## config.mk

```make
export PLATFORM = sky130hd
export DESIGN_NAME = ram_port_arbiter
export DESIGN_NICKNAME = d
export VERILOG_FILES = /design/src/rtl/ram_port_arbiter.sv
export SDC_FILE = /design/constraint.sdc
export NUM_CORES = 1
export LEC_CHECK = 0
export BUFFER_PORTS_ARGS = -buffer_cell sky130_fd_sc_hd__buf_2
export CAP_MARGIN = 20
export CELL_PAD_IN_SITES_DETAIL_PLACEMENT = 0
export CELL_PAD_IN_SITES_GLOBAL_PLACEMENT = 1
export CORE_MARGIN = 4
export CORE_UTILIZATION = 23
export CTS_CLUSTER_DIAMETER = 100
export CTS_CLUSTER_SIZE = 30
export DETAILED_ROUTE_END_ITERATION = 8
export GPL_ROUTABILITY_DRIVEN = 0
export MAX_ROUTING_LAYER = met4
export PLACE_DENSITY_LB_ADDON = 0.1
export REMOVE_ABC_BUFFERS = 1
export SLEW_MARGIN = 10
export SYNTH_ARGS = -nofsm -noshare
export SYNTH_HDL_FRONTEND = slang
export SYNTH_SLANG_ARGS = --single-unit
```

## constraint.sdc

```tcl
create_clock -name clk -period 1.9 [get_ports clk]
set_input_delay 0.38 -clock clk [delete_from_list [all_inputs] [get_ports clk]]
set_output_delay 0.38 -clock clk [all_outputs]
set_load 0.05 [all_outputs]
```

## src/rtl/ram_port_arbiter.sv

```systemverilog
// ram_port_arbiter: shares dpram port A between the CPU and a one-deep SPI
// peek/poke buffer, stalling the CPU through wait_n while SPI owns the port.
module ram_port_arbiter #(
    parameter int C_ADDR_BITS  = 16,
    parameter int C_WAIT_TICKS = 2
) (
    input  logic                   clk,
    input  logic                   reset,
    input  logic                   cpu_ce,
    input  logic                   cpu_mreq_n,
    input  logic                   cpu_wr_n,
    input  logic [C_ADDR_BITS-1:0] cpu_addr,
    input  logic [7:0]             cpu_dout,
    output logic [7:0]             cpu_din,
    input  logic                   ext_wait_n,
    output logic                   cpu_wait_n,
    input  logic                   spi_wr,
    input  logic                   spi_rd,
    input  logic [C_ADDR_BITS-1:0] spi_addr,
    input  logic [7:0]             spi_wdata,
    output logic [7:0]             spi_rdata,
    output logic                   spi_busy,
    output logic                   spi_ovf,
    output logic                   ram_we,
    output logic [C_ADDR_BITS-1:0] ram_addr,
    output logic [7:0]             ram_din,
    input  logic [7:0]             ram_dout
);

    localparam int CW = (C_WAIT_TICKS < 1) ? 1 : $clog2(C_WAIT_TICKS + 1);
    localparam logic [CW-1:0] CNT_MAX = CW'(C_WAIT_TICKS);

    typedef enum logic [1:0] {
        S_IDLE,
        S_DEFER,
        S_GRANT,
        S_CAPTURE
    } state_t;

    state_t                 state_q, state_d;
    logic [CW-1:0]          cnt_q, cnt_d;
    logic [C_ADDR_BITS-1:0] addr_q, addr_d;
    logic [7:0]             wdata_q, wdata_d;
    logic                   wr_q, wr_d;
    logic [7:0]             rdata_q, rdata_d;
    logic                   ovf_q, ovf_d;

    logic strobe;
    logic spi_owns;

    assign strobe = spi_wr | spi_rd;

    always_comb begin
        state_d = state_q;
        cnt_d   = cnt_q;
        addr_d  = addr_q;
        wdata_d = wdata_q;
        wr_d    = wr_q;
        rdata_d = rdata_q;
        ovf_d   = ovf_q;

        // Busy strobes are dropped; a double strobe is served as a write.
        if (strobe && ((state_q != S_IDLE) || (spi_wr && spi_rd))) begin
            ovf_d = 1'b1;
        end

        unique case (state_q)
            S_IDLE: begin
                if (strobe) begin
                    addr_d  = spi_addr;
                    wdata_d = spi_wdata;
                    wr_d    = spi_wr;
                    cnt_d   = '0;
                    state_d = cpu_mreq_n ? S_GRANT : S_DEFER;
                end
            end
            S_DEFER: begin
                if (cpu_ce && (cnt_q != CNT_MAX)) begin
                    cnt_d = cnt_q + CW'(1);
                end
                if (cpu_mreq_n || (cnt_q == CNT_MAX)) begin
                    state_d = S_GRANT;
                end
            end
            S_GRANT: begin
                state_d = S_CAPTURE;
            end
            S_CAPTURE: begin
                if (!wr_q) begin
                    rdata_d = ram_dout;
                end
                addr_d  = '0;
                wdata_d = '0;
                wr_d    = 1'b0;
                state_d = S_IDLE;
            end
            default: begin
                state_d = S_IDLE;
            end
        endcase
    end

    always_ff @(posedge clk) begin
        if (reset) begin
            state_q <= S_IDLE;
            cnt_q   <= '0;
            addr_q  <= '0;
            wdata_q <= '0;
            wr_q    <= 1'b0;
            rdata_q <= '0;
            ovf_q   <= 1'b0;
        end else begin
            state_q <= state_d;
            cnt_q   <= cnt_d;
            addr_q  <= addr_d;
            wdata_q <= wdata_d;
            wr_q    <= wr_d;
            rdata_q <= rdata_d;
            ovf_q   <= ovf_d;
        end
    end

    assign spi_owns = (state_q == S_GRANT) || (state_q == S_CAPTURE);

    // A reset landing on GRANT must not let the discarded write reach RAM.
    always_comb begin
        ram_addr = cpu_addr;
        ram_din  = cpu_dout;
        ram_we   = ~cpu_mreq_n & ~cpu_wr_n;
        if (spi_owns) begin
            ram_addr = addr_q;
            ram_din  = wdata_q;
            ram_we   = (state_q == S_GRANT) & wr_q & ~reset;
        end
    end

    assign cpu_din    = ram_dout;
    assign cpu_wait_n = ext_wait_n & (state_q == S_IDLE);
    assign spi_busy   = (state_q != S_IDLE);
    assign spi_rdata  = rdata_q;
    assign spi_ovf    = ovf_q;

endmodule

```

## Yosys cells after proc, flatten, opt, wreduce, memory -nomap -nowiden

Cells that the tools add are included.

- Register bits after elaboration: 38
- Input port bits: 64
- Output and inout bits: 44
- Logic and storage cells: 55

- $add $sub $neg: 1
- Equal/unequal tests: 8
- Multiplexer cells: 16
- Bitwise logic cells: 9
- Reductions and logical operators: 14

Operators by type and width:

| cell | count |
|---|---|
| two-way mux 16 bit | 2 |
| case mux 16 bit (2 select lines) | 1 |
| two-way mux 8 bit | 2 |
| case mux 8 bit (2 select lines) | 1 |
| two-way mux 2 bit | 5 |
| != test 2 bit, second input constant | 4 |
| case mux 2 bit (4 select lines) | 1 |
| == test 2 bit, second input constant | 3 |
| AND reduction 2 bit | 3 |
| nonzero test 2 bit | 3 |
| bitwise AND 1 bit | 4 |
| inverter 1 bit | 4 |
| case mux 2 bit (2 select lines) | 1 |
| logical AND 1 bit | 3 |
| logical OR 1 bit | 3 |
| AND reduction 3 bit | 1 |
| adder 2 x 1 -> 2 bit, second input constant | 1 |
| == test 2 x 1 -> 1 bit, second input constant | 1 |
| logical NOT 2 bit | 1 |
| two-way mux 1 bit | 2 |
| case mux 1 bit (2 select lines) | 1 |
| bitwise OR 1 bit | 1 |

## Longest topological paths before layout

- Depth after elaboration: 4
- Depth in mapped cells: 7
- Depth with buffers taken out: 5

## Worst setup path before layout

OpenSTA, ideal clock, no wires.

- Kind: reg-to-output
- Start: register state_q[0]
- End: output ram_we
- Data arrival time: 1.739 ns
- Data required time: 1.520 ns
- Path slack: -0.219 ns
- Cell stages (with the launch flop): 5
- Path buffers: 0
- Cells stage by stage: dfxtp_1 inv_1 ha_1 nand2_1 o21ai_0

- Longest elaborated chain between the ends: 4
- Elaborated cells between the ends (all ways): 6
- Those cells by class: eq/ne: 2; mux: 1; bitwise: 2; reduce/logical: 1

Ends and longest elaborated chain:

| element | RTL line | source |
|---|---|---|
| from (decl) | 40 | `state_t state_q, state_d;` |
| from (signal assigned) | 113 | `state_q <= state_d;` |
| == test 2 bit | 123, 133 |  |
| bitwise AND 1 bit (2 in series) | 133 | `ram_we = (state_q == S_GRANT) & wr_q & ~reset;` |
| two-way mux 1 bit * | 130 | `if (spi_owns) begin` |
| to (decl) | 24 | `output logic ram_we,` |

Every way passes the cells marked *; elsewhere a longest branch is shown, timed or not.

## Worst setup path in the final report

- Start: register state_q[0]
- End: output ram_din[0]

- Longest elaborated chain between the ends: 3
- Elaborated cells between the ends (all ways): 4
- Those cells by class: eq/ne: 2; mux: 1; reduce/logical: 1

Ends and longest elaborated chain:

| element | RTL line | source |
|---|---|---|
| == test 2 bit | 123 | `assign spi_owns = (state_q == S_GRANT) \|\| (state_q == S_CAPTURE);` |
| logical OR 1 bit * | 123 |  |
| two-way mux 8 bit * | 130 |  |
| to (decl) | 26 | `output logic [7:0] ram_din,` |

Marked as above.

==> results.py <==
metrics = {
    "sta": {
        "drv_slew": 0,
        "fin_tns_setup_ns": -4.79,
        "rsz0062_at_grt": "true",
        "fin_crit_ns": 2.12,
        "finalWorstSetupSlack_ns": -0.219,
        "maxSlewHeadroom_pct": 70.1,
        "setup_viol": 25,
        "period_share_pct": 112,
        "clock.fmax_ghz": 0.472,
        "finClkSkew_ns": 0.00263,
        "worstMarginPinSlew_ns": 0.448,
        "hold_violations": 0,
    },
    "clock_network": {
        "clockBufferDepth": 2,
        "clkLatencyLatePin_ns": 0.29,
        "cts_sinks": 38,
        "cts_tree": "yes",
        "numCtsBuffers": 5,
        "path_clk_slew_ns": 0.08,
        "htreeDepth": 2,
        "cts_root_buf": "clkbuf_8",
    },
    "global_routing": {
        "grt.overflow.total": 0,
        "grt_max_degree": 39,
        "grt_pass1_wl_mm": 10.5,
        "antenna_found_initial": 0,
        "grt_use_total_pct": 13.4,
        "grt_pass1_vias": 2049,
    },
    "cells_and_area": {
        "stdcell_area_um2": 3360,
        "final_common_cell": "buf_2",
        "nNetsFinal": 403,
        "drive_above_1_share_pct": 53.3,
        "area_growth_pct": 62.9,
        "diodes": 0,
        "fin_util_pct": 38.6,
        "final_cell_mix": "buf_2, dfxtp_1, a21oi_1",
    },
    "logic_synthesis": {
        "yosys_warnings": 0,
        "ys_types": 33,
        "ys_seq_area_share_pct": 36.9,
        "syn_inst": 221,
        "syn_area_per_cell_um2": 9.34,
        "ys_seq_elements": 38,
        "synth_area_um2": 2060,
    },
    "worst_setup_path": {
        "worst-setup-path-type": "register to output port",
        "regToRegEndpoint": "addr_q[7]",
        "reg2reg_from": "state_q[1]",
        "cp-start-kind": "register",
        "cpMaxStageDelayCell": "dfxtp_4",
        "rr_worst_depth": 7,
        "cp.required_ns": 1.52,
        "cp-endpoint": "ram_din[0]",
        "cp_slowest_stage_delay_ns": 0.38,
        "cp_data_arrival_time_ns": 1.74,
        "reg2reg_slack_ns": 0.17,
        "startpoint": "state_q[0]",
        "crit_chain": "inv_4 > ha_4 > nor2_4 > buf_12 > clkbuf_16 > mux2_4 > buf_8",
        "worst_setup_path_end_kind": "output port",
        "critical_path.max_fanout": 6,
    },
    "power_and_ir_drop": {
        "power_density_nw_per_um2": 1410,
        "p_leak_nw": 1.52,
        "total_power_w": 0.00475,
        "ir_worst_vdd_mv": 0.388,
    },
    "routing": {
        "finalWirelength_mm": 7.21,
        "drtIter0Drc": 42,
        "wl_met1_mm": 3.13,
        "drtPass1Iterations": 4,
        "maxUsedRoutingLayer": "met4",
        "routedWlPerCell_um": 16.3,
        "met3WireLength_um": 450,
        "routed-via-count": 2072,
        "wl_met2_mm": 3.58,
        "vias_per_cell": 4.69,
        "antenna_left": 0,
        "drcViolationCount": 0,
    },
    "floorplanning": {
        "ios": 108,
        "placementRows": 34,
        "dieArea_um2": 10600,
        "start_util_pct": 23.7,
        "core_um2": 8720,
        "die_height_um": 103,
        "dieWidth_um": 103,
    },
    "status": {
        "violations": "setup timing",
        "status": "complete, but fails checks",
    },
    "job": {
        "drv_cap": 0,
    },
    "placed_design": {
        "io_buffer_count": 107,
        "placed_cell_area_um2": 2710,
        "dpl.hpwl_mm": 4.65,
    },
    "worst_hold_path": {
        "hold_path.class": "input pin to register",
    },
}
sequential cells by signal (all words and copies together), names as in the netlist:
signal     count
wdata_q        8
addr_q        16
spi_ovf        1
wr_q           1
cnt_q          2
state_q        2
spi_rdata      8
where the power goes:
group	internal [W]	switching, W
sequential	0.000960	0.0000993
clock	0.000293	0.000304
combinational	0.00145	0.00163
total	0.00271	0.00204
metal layers:
| layer | global-route usage (%) | up-vias |
|---|---|---|
| met4 | 3.83 | 0 |
| met5 | - | - |
| met2 | 22.2 | 68 |
| met1 | 16.4 | 974 |
| li1 | - | 1024 |
| met3 | 2.71 | 6 |
cell families (layout without fill, tap and decap cells):
family | Yosys count | after routing | share of synthesized area, %
flip-flops | 38 | 38 | 36.9
buffers and inverters | 34 | 147 | 8.61
AND/OR/NAND/NOR | 47 | 47 | 16.7
adder cells (fa/ha/maj) | 7 | 7 | 4.12
multiplexers | 34 | 34 | 18.0
AO/OA/AOI/OAI | 61 | 61 | 15.8
area by class of cell:
class / instances / area [um^2]
inverter: 5 / 21.3
timing repair buffer: 134 / 1080
clock buffer: 7 / 86.3
fill: 885 / 5360
multi-input combinational: 149 / 1270
sequential: 38 / 768
tap: 108 / 135
clock inverter: 1 / 5.00
synthesized netlist by cell type:
cell type,number,area share [%]
ha_1,6,3.6
nor4bb_1,1,0.49
buf_1,1,0.18
mux2i_1,10,4.9
nand2b_1,1,0.30
o21ai_0,26,6.3
o21ba_2,1,0.49
and2_1,1,0.30
a211oi_1,1,0.36
o21ai_1,1,0.24
a221oi_1,1,0.42
nor2_1,11,2.0
buf_4,8,2.9
nand3_1,1,0.24
or3b_1,2,0.85
nor3b_2,1,0.61
inv_1,5,0.91
nand4b_1,24,10
buf_6,1,0.55
mux2_2,24,13
or4_1,1,0.36
a31oi_1,1,0.30
clkbuf_2,2,0.49
dfxtp_1,38,37
a311oi_1,2,0.85
nor2b_1,1,0.30
a21oi_1,28,6.8
or4b_1,1,0.49
nand2_1,1,0.18
nand3b_1,1,0.36
clkbuf_1,9,1.6
buf_2,8,1.9
maj3_1,1,0.49
worst max-delay path, delay by kind of cell, from the launching register on:
| family | cells | cell delay [ns] |
|---|---|---|
| and+or+nand+nor | 1 | 0.11 |
| buffers and inverters | 4 | 0.47 |
| DFF | 1 | 0.38 |
| muxes | 1 | 0.31 |
| adders and majority gates | 1 | 0.17 |
stage by stage:
stage	setup WS, ns	hold WS, ns	cells
after floorplan	-0.790	0.441	192
after global placement	-0.00866	0.462	423
after detailed placement	-0.0394	0.469	423
after CTS	-0.270	0.323	436
after global routing	-0.284	0.334	442
final	-0.219	0.332	442
worst min-delay path by stage:
stage	cells after the start	start	to
6_report	3	ram_dout[5]	spi_rdata[5]
5_1_grt	3	ram_dout[0]	spi_rdata[0]
4_1_cts	3	ram_dout[5]	spi_rdata[5]
3_5_place_dp	2	addr_q[10]	addr_q[10]
3_3_place_gp	2	addr_q[14]	addr_q[14]
2_1_floorplan	2	addr_q[0]	addr_q[0]
repair_timing:
item                       in CTS  in global routing
pin swaps                       1                  4
hold buffers                    0                  0
gates cloned                    2                  1
resized for setup              80                 46
setup endpoints to repair      27                 33
setup buffers                   3                  6
Note: power is estimated with default switching activity, not from simulation.
